### src/rtl/range_arbiter_if.sv
// Client-side streams plus the shared RangeFinder hookup for range_arbiter.
// master = clients/finder side, slave = the arbiter.
interface range_arbiter_if #(
  parameter int WIDTH = 8,
  parameter int LEN_W = 4
);
  logic [1:0]       req;
  logic [LEN_W-1:0] len0, len1;
  logic [WIDTH-1:0] data0, data1;
  logic             valid0, valid1;
  logic [1:0]       ready, grant, done;
  logic [WIDTH-1:0] result;
  logic             result_err;
  logic             busy;
  logic [WIDTH-1:0] rf_data;
  logic             rf_go, rf_finish;
  logic [WIDTH-1:0] rf_range;
  logic             rf_error;

  modport master (
    output req, len0, len1, data0, data1, valid0, valid1, rf_range, rf_error,
    input  ready, grant, done, result, result_err, busy, rf_data, rf_go, rf_finish
  );

  modport slave (
    input  req, len0, len1, data0, data1, valid0, valid1, rf_range, rf_error,
    output ready, grant, done, result, result_err, busy, rf_data, rf_go, rf_finish
  );
endinterface

### src/rtl/range_arbiter.sv
// Round-robin sharing of one RangeFinder between two sample streams.
// Optional stall abort is enabled by defining RANGE_ARB_TIMEOUT_EN.
module range_arbiter #(
  parameter int WIDTH   = 8,
  parameter int LEN_W   = 4,
  parameter int TIMEOUT = 15
) (
  input  logic           clock,
  input  logic           reset,
  range_arbiter_if.slave bus
);
  localparam logic [2:0] S_IDLE    = 3'd0;
  localparam logic [2:0] S_RUN     = 3'd1;
  localparam logic [2:0] S_DRAIN   = 3'd2;
  localparam logic [2:0] S_CAPTURE = 3'd3;
  localparam logic [2:0] S_DONE    = 3'd4;

  logic [2:0]       r_state;
  logic             r_ptr, r_owner, r_zero, r_ferr;
  logic [LEN_W-1:0] r_len, r_cnt;
  logic [WIDTH-1:0] r_rf_data, r_result;
  logic             r_rf_go, r_rf_finish, r_result_err;

  logic             w_win, w_valid, w_accept, w_stall_hit;
  logic [LEN_W-1:0] w_len_sel;
  logic [WIDTH-1:0] w_data;
  logic [1:0]       w_owner_oh;

  // Pointer requester wins if it is asking, otherwise the other one.
  assign w_win      = bus.req[r_ptr] ? r_ptr : ~r_ptr;
  assign w_len_sel  = w_win ? bus.len1 : bus.len0;
  assign w_owner_oh = r_owner ? 2'b10 : 2'b01;
  assign w_valid    = r_owner ? bus.valid1 : bus.valid0;
  assign w_data     = r_owner ? bus.data1 : bus.data0;
  assign w_accept   = (r_state == S_RUN) && w_valid;

  assign bus.grant      = (r_state != S_IDLE)    ? w_owner_oh : 2'b00;
  assign bus.ready      = (r_state == S_RUN)     ? w_owner_oh : 2'b00;
  assign bus.done       = (r_state == S_DONE)    ? w_owner_oh : 2'b00;
  assign bus.busy       = (r_state != S_IDLE);
  assign bus.rf_data    = r_rf_data;
  assign bus.rf_go      = r_rf_go;
  assign bus.rf_finish  = r_rf_finish;
  assign bus.result     = r_result;
  assign bus.result_err = r_result_err;

`ifdef RANGE_ARB_TIMEOUT_EN
  localparam int STALL_W = $clog2(TIMEOUT + 1);
  logic [STALL_W-1:0] r_stall;

  assign w_stall_hit = (r_state == S_RUN) && !w_accept &&
                       (r_stall == STALL_W'(TIMEOUT - 1));

  always_ff @(posedge clock or posedge reset) begin
    if (reset)                              r_stall <= '0;
    else if (r_state != S_RUN || w_accept)  r_stall <= '0;
    else                                    r_stall <= r_stall + 1'b1;
  end
`else
  // Stall abort compiled out: RUN waits for samples forever.
  assign w_stall_hit = (TIMEOUT < 0);
`endif

  always_ff @(posedge clock or posedge reset) begin
    if (reset) begin
      r_state      <= S_IDLE;
      r_ptr        <= 1'b0;
      r_owner      <= 1'b0;
      r_zero       <= 1'b0;
      r_ferr       <= 1'b0;
      r_len        <= '0;
      r_cnt        <= '0;
      r_rf_data    <= '0;
      r_rf_go      <= 1'b0;
      r_rf_finish  <= 1'b0;
      r_result     <= '0;
      r_result_err <= 1'b0;
    end else begin
      r_rf_go     <= 1'b0;
      r_rf_finish <= 1'b0;
      case (r_state)
        S_IDLE: if (|bus.req) begin
          r_owner <= w_win;
          r_ptr   <= ~w_win;
          r_len   <= w_len_sel;
          r_cnt   <= '0;
          r_ferr  <= 1'b0;
          // Too short to form a range: report an error without starting the finder.
          if (w_len_sel < LEN_W'(2)) begin
            r_zero  <= 1'b1;
            r_state <= S_CAPTURE;
          end else begin
            r_zero  <= 1'b0;
            r_state <= S_RUN;
          end
        end
        S_RUN: if (w_accept) begin
          r_rf_data <= w_data;
          r_cnt     <= r_cnt + 1'b1;
          r_rf_go   <= (r_cnt == '0);
          if (r_cnt == r_len - 1'b1) begin
            r_rf_finish <= 1'b1;
            r_state     <= S_DRAIN;
          end
        end else if (w_stall_hit) begin
          // Finder already started: close it on the repeated sample, flag error.
          if (r_cnt != '0) begin
            r_ferr      <= 1'b1;
            r_rf_finish <= 1'b1;
            r_state     <= S_DRAIN;
          end else begin
            r_result     <= '0;
            r_result_err <= 1'b1;
            r_state      <= S_DONE;
          end
        end
        S_DRAIN: r_state <= S_CAPTURE;
        S_CAPTURE: begin
          r_result     <= r_zero ? '0 : bus.rf_range;
          r_result_err <= r_zero | r_ferr | bus.rf_error;
          r_state      <= S_DONE;
        end
        S_DONE:  r_state <= S_IDLE;
        default: r_state <= S_IDLE;
      endcase
    end
  end
endmodule
### src/flat_wrapper.sv
// flat-port wrapper written by rule: the top's interface ports become plain ports
module range_arbiter_flat 
#(
  parameter int WIDTH   = 8,
  parameter int LEN_W   = 4,
  parameter int TIMEOUT = 15
)
  (clock, reset, bus_req, bus_len0, bus_len1, bus_data0, bus_data1, bus_valid0, bus_valid1, bus_rf_range, bus_rf_error, bus_ready, bus_grant, bus_done, bus_result, bus_result_err, bus_busy, bus_rf_data, bus_rf_go, bus_rf_finish);
  range_arbiter_if #(.WIDTH(WIDTH), .LEN_W(LEN_W)) bus_i ();
  input  logic clock;
  input  logic reset;
  input wire logic [$bits(bus_i.req)-1:0] bus_req;
  input wire logic [$bits(bus_i.len0)-1:0] bus_len0;
  input wire logic [$bits(bus_i.len1)-1:0] bus_len1;
  input wire logic [$bits(bus_i.data0)-1:0] bus_data0;
  input wire logic [$bits(bus_i.data1)-1:0] bus_data1;
  input wire logic [$bits(bus_i.valid0)-1:0] bus_valid0;
  input wire logic [$bits(bus_i.valid1)-1:0] bus_valid1;
  input wire logic [$bits(bus_i.rf_range)-1:0] bus_rf_range;
  input wire logic [$bits(bus_i.rf_error)-1:0] bus_rf_error;
  output wire logic [$bits(bus_i.ready)-1:0] bus_ready;
  output wire logic [$bits(bus_i.grant)-1:0] bus_grant;
  output wire logic [$bits(bus_i.done)-1:0] bus_done;
  output wire logic [$bits(bus_i.result)-1:0] bus_result;
  output wire logic [$bits(bus_i.result_err)-1:0] bus_result_err;
  output wire logic [$bits(bus_i.busy)-1:0] bus_busy;
  output wire logic [$bits(bus_i.rf_data)-1:0] bus_rf_data;
  output wire logic [$bits(bus_i.rf_go)-1:0] bus_rf_go;
  output wire logic [$bits(bus_i.rf_finish)-1:0] bus_rf_finish;
  assign bus_i.req = bus_req;
  assign bus_i.len0 = bus_len0;
  assign bus_i.len1 = bus_len1;
  assign bus_i.data0 = bus_data0;
  assign bus_i.data1 = bus_data1;
  assign bus_i.valid0 = bus_valid0;
  assign bus_i.valid1 = bus_valid1;
  assign bus_i.rf_range = bus_rf_range;
  assign bus_i.rf_error = bus_rf_error;
  assign bus_ready = bus_i.ready;
  assign bus_grant = bus_i.grant;
  assign bus_done = bus_i.done;
  assign bus_result = bus_i.result;
  assign bus_result_err = bus_i.result_err;
  assign bus_busy = bus_i.busy;
  assign bus_rf_data = bus_i.rf_data;
  assign bus_rf_go = bus_i.rf_go;
  assign bus_rf_finish = bus_i.rf_finish;
  range_arbiter #(.WIDTH(WIDTH), .LEN_W(LEN_W), .TIMEOUT(TIMEOUT)) u_core (.clock(clock), .reset(reset), .bus(bus_i));
endmodule
### config.mk
export PLATFORM = sky130hd
export DESIGN_NAME = range_arbiter_flat
export DESIGN_NICKNAME = d
export VERILOG_FILES = /design/src/rtl/range_arbiter_if.sv /design/src/rtl/range_arbiter.sv /design/src/flat_wrapper.sv
export SDC_FILE = /design/constraint.sdc
export NUM_CORES = 1
export LEC_CHECK = 0
export BUFFER_PORTS_ARGS = -buffer_cell sky130_fd_sc_hd__buf_4
export CAP_MARGIN = 15
export CORE_ASPECT_RATIO = 1.75
export CORE_MARGIN = 1
export CORE_UTILIZATION = 45
export DETAILED_ROUTE_END_ITERATION = 6
export PLACE_DENSITY = 0.74
export SYNTH_ARGS = -nofsm -noshare
export SYNTH_HDL_FRONTEND = slang
export SYNTH_SLANG_ARGS = --single-unit
### constraint.sdc
create_clock -name clock -period 2.95 [get_ports clock]
set_clock_uncertainty 0.2 [all_clocks]
set_input_delay 0.1475 -clock clock [delete_from_list [all_inputs] [get_ports clock]]
set_output_delay 0.1475 -clock clock [all_outputs]
set_load 0.02 [all_outputs]
==> Yosys cells after proc, flatten, opt, wreduce, memory -nomap -nowiden <==
Index checks and enable logic that the tools add are counted.
{ "op_classes": {"n_addsub": 2, "n_lt_le_gt_ge": 2, "eq_ne": 8, "muxes": 25, "bitwise": 3, "reduce_logical": 10} }
{ "ops": {"columns": ["operator", "count"], "rows": [
  ["2-to-1 mux 8 bit", 2],
  ["2-to-1 mux 4 bit", 3],
  ["case mux 3 bit (4 select lines)", 1],
  ["2-to-1 mux 1 bit", 10],
  ["2-to-1 mux 2 bit", 5],
  ["2-to-1 mux 3 bit", 3],
  ["case mux 4 bit (2 select lines)", 1],
  ["equality test 3 x 2 -> 1 bit, second input constant", 2],
  ["AND reduction 3 bit", 2],
  ["adder 4 x 1 -> 4 bit, second input constant", 1],
  ["equality test 4 bit", 1],
  ["logical NOT 4 bit", 1],
  ["< comparator 4 x 2 -> 1 bit, second input constant", 1],
  ["!= test 2 x 1 -> 1 bit, second input constant", 2],
  ["AND reduction 2 bit", 2],
  ["subtractor 4 x 1 -> 4 bit, second input constant", 1],
  ["equality test 3 x 1 -> 1 bit, second input constant", 1],
  ["equality test 3 bit, second input constant", 1],
  ["logical NOT 3 bit", 1],
  ["nonzero test 3 bit", 1],
  ["< comparator 1 x 2 -> 1 bit, second input constant", 1],
  ["!= test 2 bit, second input constant", 1],
  ["inverter 1 bit", 2],
  ["nonzero test 2 bit", 1],
  ["other kinds (3)", 3]
]} }
{ "word_totals": {"reg_bits": 33, "inputBits": 39, "out_inout_bits": 26, "elab_cells": 61} }

==> Longest topological paths before layout <==
Gate-level depths: netlist of run 1.
{ "depth": {"word_depth": 8, "ltp_mapped": 7, "depth_no_buf": 7} }

==> Least setup slack after synthesis of run 1 <==
Ideal clock, no wire load.
{ "synth_timing": {"kind": "register -> register", "start": "register u_core.r_ptr", "end": "register u_core.r_state[1]", "setup_time_ns": 0.118, "arrival_ns": 1.587, "required_ns": 2.632, "path_slack_ns": 1.045, "stages_incl_launch_ff": 5, "n_path_buf": 0, "period_less_slack_ns": 1.905, "path_cell_list": "dfrtp_1 mux2i_1 mux2_2 a21o_1 a21o_1"} }
{ "synth_via": {"elab_chain_len": 8, "elab_cells_between_ends": 9, "cone_classes": "1 x order compare; 7 x mux; 1 x bitwise"} }
{ "synth_rtl": {"columns": ["element", "line", "text"], "rows": [
  ["start, declared", "range_arbiter.sv:19", "logic r_ptr, r_owner, r_zero, r_ferr;"],
  ["start signal, assigned", "range_arbiter.sv:84", "r_ptr <= ~w_win;"],
  ["2-to-1 mux 1 bit (implied by the code) (2 in series)", "range_arbiter.sv:30", "assign w_win = bus.req[r_ptr] ? r_ptr : ~r_ptr;"],
  ["2-to-1 mux 1 bit (*)", "range_arbiter.sv:30", null],
  ["2-to-1 mux 4 bit (*)", "range_arbiter.sv:31", "assign w_len_sel = w_win ? bus.len1 : bus.len0;"],
  ["< comparator 4 x 2 -> 1 bit (*)", "range_arbiter.sv:89", "if (w_len_sel < LEN_W'(2)) begin"],
  ["2-to-1 mux 2 bit (*)", "range_arbiter.sv:89", null],
  ["2-to-1 mux 3 bit (*)", "range_arbiter.sv:82", "S_IDLE: if (|bus.req) begin"],
  ["case mux 3 bit (4 select lines) (*)", "range_arbiter.sv:81", "case (r_state)"],
  ["end signal, assigned", "range_arbiter.sv:91", "r_state <= S_CAPTURE;"],
  ["end signal, assigned", "range_arbiter.sv:94", "r_state <= S_RUN;"],
  ["end signal, assigned", "range_arbiter.sv:103", "r_state <= S_DRAIN;"],
  ["end, declared", "range_arbiter.sv:18", "logic [2:0] r_state;"]
]} }
Every way passes the cells marked *; elsewhere a longest branch is shown, timed or not. The select of a mux whose other input is x is not followed.
A chain may end at the register's enable or synchronous reset.

==> Worst setup path in the final report of run 1 <==
{ "layout_timing": {"start": "register u_core.r_state[0]", "end": "register u_core.r_cnt[3]"} }
{ "layout_via": {"elab_chain_len": 4, "elab_cells_between_ends": 8, "cone_classes": "3 x eq/ne; 1 x mux; 4 x reduce/logical"} }
{ "layout_rtl": {"columns": ["element", "line", "text"], "rows": [
  ["start signal, assigned", "range_arbiter.sv:66", "r_state <= S_IDLE;"],
  ["start signal, assigned", "range_arbiter.sv:91", null],
  ["start signal, assigned", "range_arbiter.sv:94", null],
  ["equality test 3 x 1 -> 1 bit", "range_arbiter.sv:35, range_arbiter.sv:81", null],
  ["logical AND 1 bit", "range_arbiter.sv:35", "assign w_accept = (r_state == S_RUN) && w_valid;"],
  ["!= test 2 x 1 -> 1 bit (no source line)", null, null],
  ["AND reduction 3 bit (no source line)", null, null],
  ["end signal, assigned", "range_arbiter.sv:99", "r_cnt <= r_cnt + 1'b1;"],
  ["end, declared", "range_arbiter.sv:20", "logic [LEN_W-1:0] r_len, r_cnt;"]
]} }
Several ways; a longest one is shown, not always the timed one.

==> results of run 1 <==
==> per-stage QoR <==
stage / area, sq um / cells / hold slack (ns) / total power [mW] / util (%)
global route: 2610 / 309 / 0.0119 / 2.69 / 75.2
global placement: 2180 / 268 / 0.213 / 2.04 / 62.8
CTS: 2580 / 308 / 0.00643 / 2.50 / 74.4
floorplan: 1670 / 165 / 0.0764 / 1.67 / -
finish: 2610 / 309 / -0.00531 / 2.51 / 75.2
detailed placement: 2180 / 268 / 0.223 / 2.10 / 62.8
==> path summary, 6_finish.rpt <==
| kind | slack, ns | depth (start not counted) | to | from |
|---|---|---|---|---|
| worst min register to register | 0.28 | 2 | u_core.bus.rf_data[0] | u_core.bus.rf_data[0] |
| worst min-delay path | -0.005 | 3 | u_core.r_len[2] | bus_len1[2] |
| worst max register to register | 0.99 | 5 | u_core.r_cnt[3] | u_core.r_state[0] |
| max in group asynchronous | 1.85 | 5 | u_core.r_ptr | reset |
| min in group asynchronous | 0.15 | 3 | u_core.bus.result[2] | reset |
| worst max-delay path | 0.99 | 5 | u_core.r_cnt[3] | u_core.r_state[0] |
==> logic make-up (layout without fill, tap and decap cells) <==
logic type	after synthesis	in the layout	share of synthesized area [%]
adder cells (fa/ha/maj)	3	3	2.25
XOR/XNOR	8	8	4.19
AO/OA/AOI/OAI	29	29	10.9
multiplexers	18	18	11.2
flip-flops	33	33	49.4
AND/OR/NAND/NOR	56	56	16.9
buffers and inverters	18	117	5.09
==> worst max-delay path: cells and delay by family (launching register included) <==
family / cells / cell delay [ns]
AO/OA/AOI/OAI: 2 / 0.55
AND/OR/NAND/NOR: 2 / 0.34
XOR/XNOR: 1 / 0.20
flip-flops: 1 / 0.56
==> metal layers <==
metal / up-vias / part of all wire, %
li1: 750 / -
met1: 741 / 39
met2: 59 / 53
met3: 14 / 5.2
met4: 0 / 3.2
met5: - / 0
==> cell usage in the layout, fill, tap and decap left out, drive strengths merged <==
master	n
mux2i	15
nor2b	1
nand2b	8
clkbuf	6
o21ai	22
nor4b	3
xnor2	3
or2	2
xor2	5
nand4	1
mux2	3
a2111oi	2
nand3	1
buf	68
inv	9
a21o	2
nand2	25
o22ai	1
nor2	5
dlygate4sd3	32
clkinv	2
nand3b	1
ha	3
nor4bb	1
a21oi	2
dfrtp	33
and3	1
nor3	7
==> power groups by stage <==
stage	clock [mW]	combinational [mW]	sequential, mW
after floorplan	0	0.715	0.951
after global placement	0	1.20	0.845
after detailed placement	0	1.24	0.859
after CTS	0.329	1.31	0.853
after global routing	0.354	1.45	0.887
final	0.330	1.32	0.854
==> registers in the layout, summed over array words and instances, names as in the netlist <==
register and count:
u_core.r_state 3, u_core.r_zero 1, u_core.bus.result 8, u_core.bus.result_err 1
u_core.bus.rf_finish 1, u_core.r_len 4, u_core.bus.rf_go 1, u_core.r_cnt 4
u_core.r_owner 1, u_core.bus.rf_data 8, u_core.r_ptr 1
==> area by class of cell <==
type / count / area [sq um] / area share (%)
sequential: 33 / 826 / 31.7
inverter: 9 / 33.8 / 1.29
multi-input combinational: 114 / 759 / 29.1
timing repair buffer: 100 / 851 / 32.6
tap: 45 / 56.3 / 2.16
clock inverter: 2 / 10.0 / 0.384
clock buffer: 6 / 72.6 / 2.78
==> metrics, run 1 <==
status complete, but fails checks; failing checks negative hold slack; RSZ-0062 raised after global routing false; largest stage delay on the critical path 0.56 ns; die height 82.6 um; hold slack -0.00531 ns; clk sinks 33; Comb pwr share 52.8%; Mapped Cells 165; GRT met2 Usage 40.8%; syn_nets 207; Synth top area share 49.4%; slowest CP cell dfrtp_1; layout cell share with drive strength beyond 1 31.8%; Syn. warnings 0; Final Critical Period 1.96 ns; Setup TNS Final 0 ns; Total GRT Usage 23.6%; drt total wl 4.24 mm; hold buffer count at cts 32; CP arrival 1.93 ns; final worst slack 0.987 ns; CP Launch Type flop; DP HPWL 2.83 mm; Main synth FF type dfrtp_1; Worst EP required 2.92 ns; number of synthesized flops with an enable pin 0; most common cell in the netlist dfrtp_1; most frequent cells after synthesis 33 x dfrtp_1, 25 x nand2_1, 22 x o21ai_0; Async S/R FF share, synth 100%; first-pass GRT wire length 6.56 mm; Critical Path End Type flop; drt drc 0; Pleak 1.30 nW; drt wl/cell 13.7 um; pre-CTS WS 1.02 ns; Initial Util 48.2%; vias after detailed routing 1564; sequential share of power 34.1%; met3 Track Usage GR 5.22%; P_sw 1.05 mW; clock network latency to the later pin of the worst-skew pair 0.29 ns; largest net degree at the start of global routing 30; Max Slew Vio Count 0; Nets 305; initial antenna violation count 0; Ports 65; Clock Tree Buf Depth 2; Clock Power Share 13.2%; Reg clk slew, reported paths 0.07 ns; Seq cells post-synth 33; Setup CP Type reg -> reg; Max transition margin 59.3%; Worst VDD drop 640 uV; mapped cell area 0.00167 sq mm; Tcrit/Tclk final 66.5%; total gr overflow 0; GR Util met1 24.5%; Routability Congestion 0.774; post-CTS setup buffer count 0; HP Class in -> reg; fmax 509 MHz; htree depth 2; crit-path cells nor3_1, a2111oi_4, nand4_1, xor2_1, a21oi_2; CTS tree done; power per cell area 961 mW/mm^2; Synth cell types 32; # diodes 0; GRT Max-Usage Layer met2; MaxCap Viol Count 0; Worst Path Max Fanout 12; Post-Syn Area per Cell 10.1 sq um; routed vias/inst 5.06; Root Buffer clkbuf_8; row cnt 28; synth top area cells dfrtp_1 49%, mux2i_1 8.4%, o21ai_0 6.6%; total internal power 1.46 mW; Resize count post-CTS 0; Die ar. 0.00397 sq mm; worst slew pin tran 0.609 ns; number of endpoints failing setup at the final stage 0; clock buffer count from CTS 5; Layout area overhead 56.2%; drt pass-1 iters 4; ANT nets after route 0; Port Buffers 64; number of fill cells in the layout 232; post-synth top area cell dfrtp_1; DIE WIDTH 48.1 um; DR iter-0 viols 18; register area share after synthesis 49.4%; vias in the first global route 1534; Switching Fraction 41.8%; Core Region 0.00347 sq mm; Final Hold Fails 1
Note: power is estimated with default switching activity, not from simulation.
==> inputs of run 2 (changes only) <==
- CORE_UTILIZATION: 45 -> 43
- clock period: 2.95 -> 1.75 ns (I/O delays scaled with it)
==> metrics, run 2 (synthesis results as in run 1) <==
die height 84.5 um (was 82.6 um); CTS tree done (unchanged); Top Metal Used met4 (unchanged); CP arrival 1.80 ns (was 1.93 ns); Initial Util 45.6% (was 48.2%); vias in the first global route 1712 (was 1534); Detail Route met3 WL 211 um (was 222 um); Core Region 0.00366 sq mm (was 0.00347 sq mm); fmax 543 MHz (was 509 MHz); ANT nets after route 0 (unchanged); power per cell area 1630 mW/mm^2 (was 961 mW/mm^2); Final Hold Fails 0 (was 1); number of endpoints failing setup at the final stage 1 (was 0); clk sinks 33 (unchanged); Final Critical Period 1.84 ns (was 1.96 ns); drt pass-1 iters 4 (unchanged); Largest delay share family, worst path simple AND/OR/NAND/NOR gates (was flip-flops); Critical Path End Type flop (unchanged); Worst Path Max Fanout 3 (was 12); largest net degree at the start of global routing 34 (was 30); number of fill cells in the layout 246 (was 232); first-pass GRT wire length 7.69 mm (was 6.56 mm); Clock Tree Buf Depth 2 (unchanged); clock buffer count from CTS 5 (unchanged); Metal-1 WL 1.72 mm (was 1.65 mm); Ports 65 (unchanged); Routability Congestion 0.799 (was 0.774); Comb pwr share 53.7% (was 52.8%); total gr overflow 0 (unchanged); setup slack, reg-to-reg -0.09 ns (was 0.99 ns); Max Slew Vio Count 0 (unchanged); failing checks negative setup slack (was negative hold slack); DP HPWL 2.77 mm (was 2.83 mm); DR iter-0 viols 24 (was 18); DIE WIDTH 49.1 um (was 48.1 um); crit-path cells inv_2, ha_4, xor2_2, xnor2_1, nand3_1, nor4b_2, a2111oi_0 (was nor3_1, a2111oi_4, nand4_1, xor2_1, a21oi_2); drt total wl 4.46 mm (was 4.24 mm); Reg area 827 sq um (was 826 sq um); drt wl/cell 13.7 um (about the same); Layout area overhead 69.1% (was 56.2%); total internal power 2.78 mW (was 1.46 mW); layout cell share with drive strength beyond 1 37.6% (was 31.8%); routed vias/inst 4.82 (was 5.06); Final Power 4.61 mW (was 2.51 mW); WL met2 2.45 mm (was 2.24 mm); Pleak 1.38 nW (was 1.30 nW); Worst VDD drop 1430 uV (was 640 uV); Port Buffers 64 (unchanged); initial antenna violation count 0 (unchanged); largest stage delay on the critical path 0.41 ns (was 0.56 ns); most frequent cells in the layout 76 x buf_4, 36 x dlygate4sd3_1, 32 x dfrtp_1, 25 x nand2_1, 22 x o21ai_0 (was 67 x buf_4, 33 x dfrtp_1, 32 x dlygate4sd3_1, 25 x nand2_1, 22 x o21ai_0); Worst EP required 1.70 ns (was 2.92 ns); RSZ-0062 raised after global routing true (was false); Clock Power Share 15.9% (was 13.2%); Setup CP Type reg -> reg (unchanged); Setup TNS Final -0.0927 ns (was 0 ns); Die ar. 0.00415 sq mm (was 0.00397 sq mm); CP Buf/Inv Count 1 (was 0); CP Launch Type flop (unchanged); multi-input logic area 822 sq um (was 759 sq um); status complete, but fails checks (unchanged); worst slew pin tran 0.423 ns (was 0.609 ns); Switching Fraction 39.6% (was 41.8%); row cnt 29 (was 28); vias after detailed routing 1567 (was 1564); drt drc 0 (unchanged); HP Class in -> reg (unchanged); # diodes 0 (unchanged); Nets 320 (was 305); Tcrit/Tclk final 105% (was 66.5%); final worst slack -0.0927 ns (was 0.987 ns); Max transition margin 71.8% (was 59.3%); Total GRT Usage 23.9% (was 23.6%); MaxCap Viol Count 0 (unchanged); clock network latency to the later pin of the worst-skew pair 0.28 ns (was 0.29 ns); slowest CP cell dfrtp_1 (unchanged); htree depth 2 (unchanged); P_sw 1.83 mW (was 1.05 mW); most common library cell in the layout ignoring fill and taps buf_4 (unchanged); fin util 77.1% (was 75.2%); Root Buffer clkbuf_8 (unchanged); sequential share of power 30.4% (was 34.1%); Reg clk slew, reported paths 0.06 ns (was 0.07 ns)
-- run 2: cell types whose count changed in the layout (fill, tap and decap cells not counted), sizes merged --
cell / previous run / this run
buf: 68 / 79
dlygate4sd3: 32 / 36
clkinv: 2 / 0
bufinv: 0 / 1
clkbuf: 6 / 7
-- run 2: through the flow --
step                      instance area, sq um  instances  hold slack, ns  setup slack, ns
after floorplan                           1690        165          0.0164          -0.0405
after detailed placement                  2270        279          0.0142           -0.121
final                                     2830        325           0.183          -0.0927
after CTS                                 2750        323           0.249          0.00128
after global placement                    2270        279          0.0106           0.0259
after global routing                      2830        325           0.197           -0.156
-- run 2: final timing paths --
check                                startpoint              endpoint  depth (start not counted)
setup / recovery                u_core.r_len[1]     u_core.r_state[0]                          7
max in group asynchronous                 reset        u_core.r_owner                          4
hold / removal                       bus_valid1       u_core.r_cnt[1]                          4
setup reg to reg                u_core.r_len[1]     u_core.r_state[0]                          7
min in group asynchronous                 reset  u_core.bus.result[3]                          4
hold reg to reg            u_core.bus.result[6]  u_core.bus.result[6]                          2
-- run 2: area by class of cell --
cell class	instances	area share, %
Timing Repair Buffer	115	34.3
Tap cell	46	2.04
Inverter	9	1.20
Sequential cell	33	29.3
Clock inverter	1	1.06
Clock buffer	7	3.06
Multi-Input combinational cell	114	29.1
-- run 2: worst register-to-register path, cell delays in order (launching register included) --
cell and delay (ns):
dfrtp_1 0.41, inv_2 0.08, ha_4 0.13, xor2_2 0.18, xnor2_1 0.13, nand3_1 0.16
nor4b_2 0.32, a2111oi_0 0.11
-- run 2: per-layer routing --
layer	global-route usage [%]	up-vias
met4	7.22	0
met1	25.8	720
met3	5.98	10
met5	0	-
met2	44.3	54
li1	-	783
-- run 2: timing repair --
item	4_1_cts	5_1_grt
hold buffers	36	0
endpoints found under the hold margin	56	0
resized for setup	1	13
endpoints found under the setup margin	2	11
setup buffers	0	2
pin swaps	3	4
-- run 2: power by group through the flow --
| stage | clock network, mW | registers [mW] | logic [mW] |
|---|---|---|---|
| after floorplan | 0 | 1.60 | 1.22 |
| after global placement | 0 | 1.38 | 2.20 |
| after detailed placement | 0 | 1.39 | 2.25 |
| after CTS | 0.745 | 1.38 | 2.34 |
| after global routing | 0.787 | 1.45 | 2.73 |
| final | 0.734 | 1.40 | 2.48 |
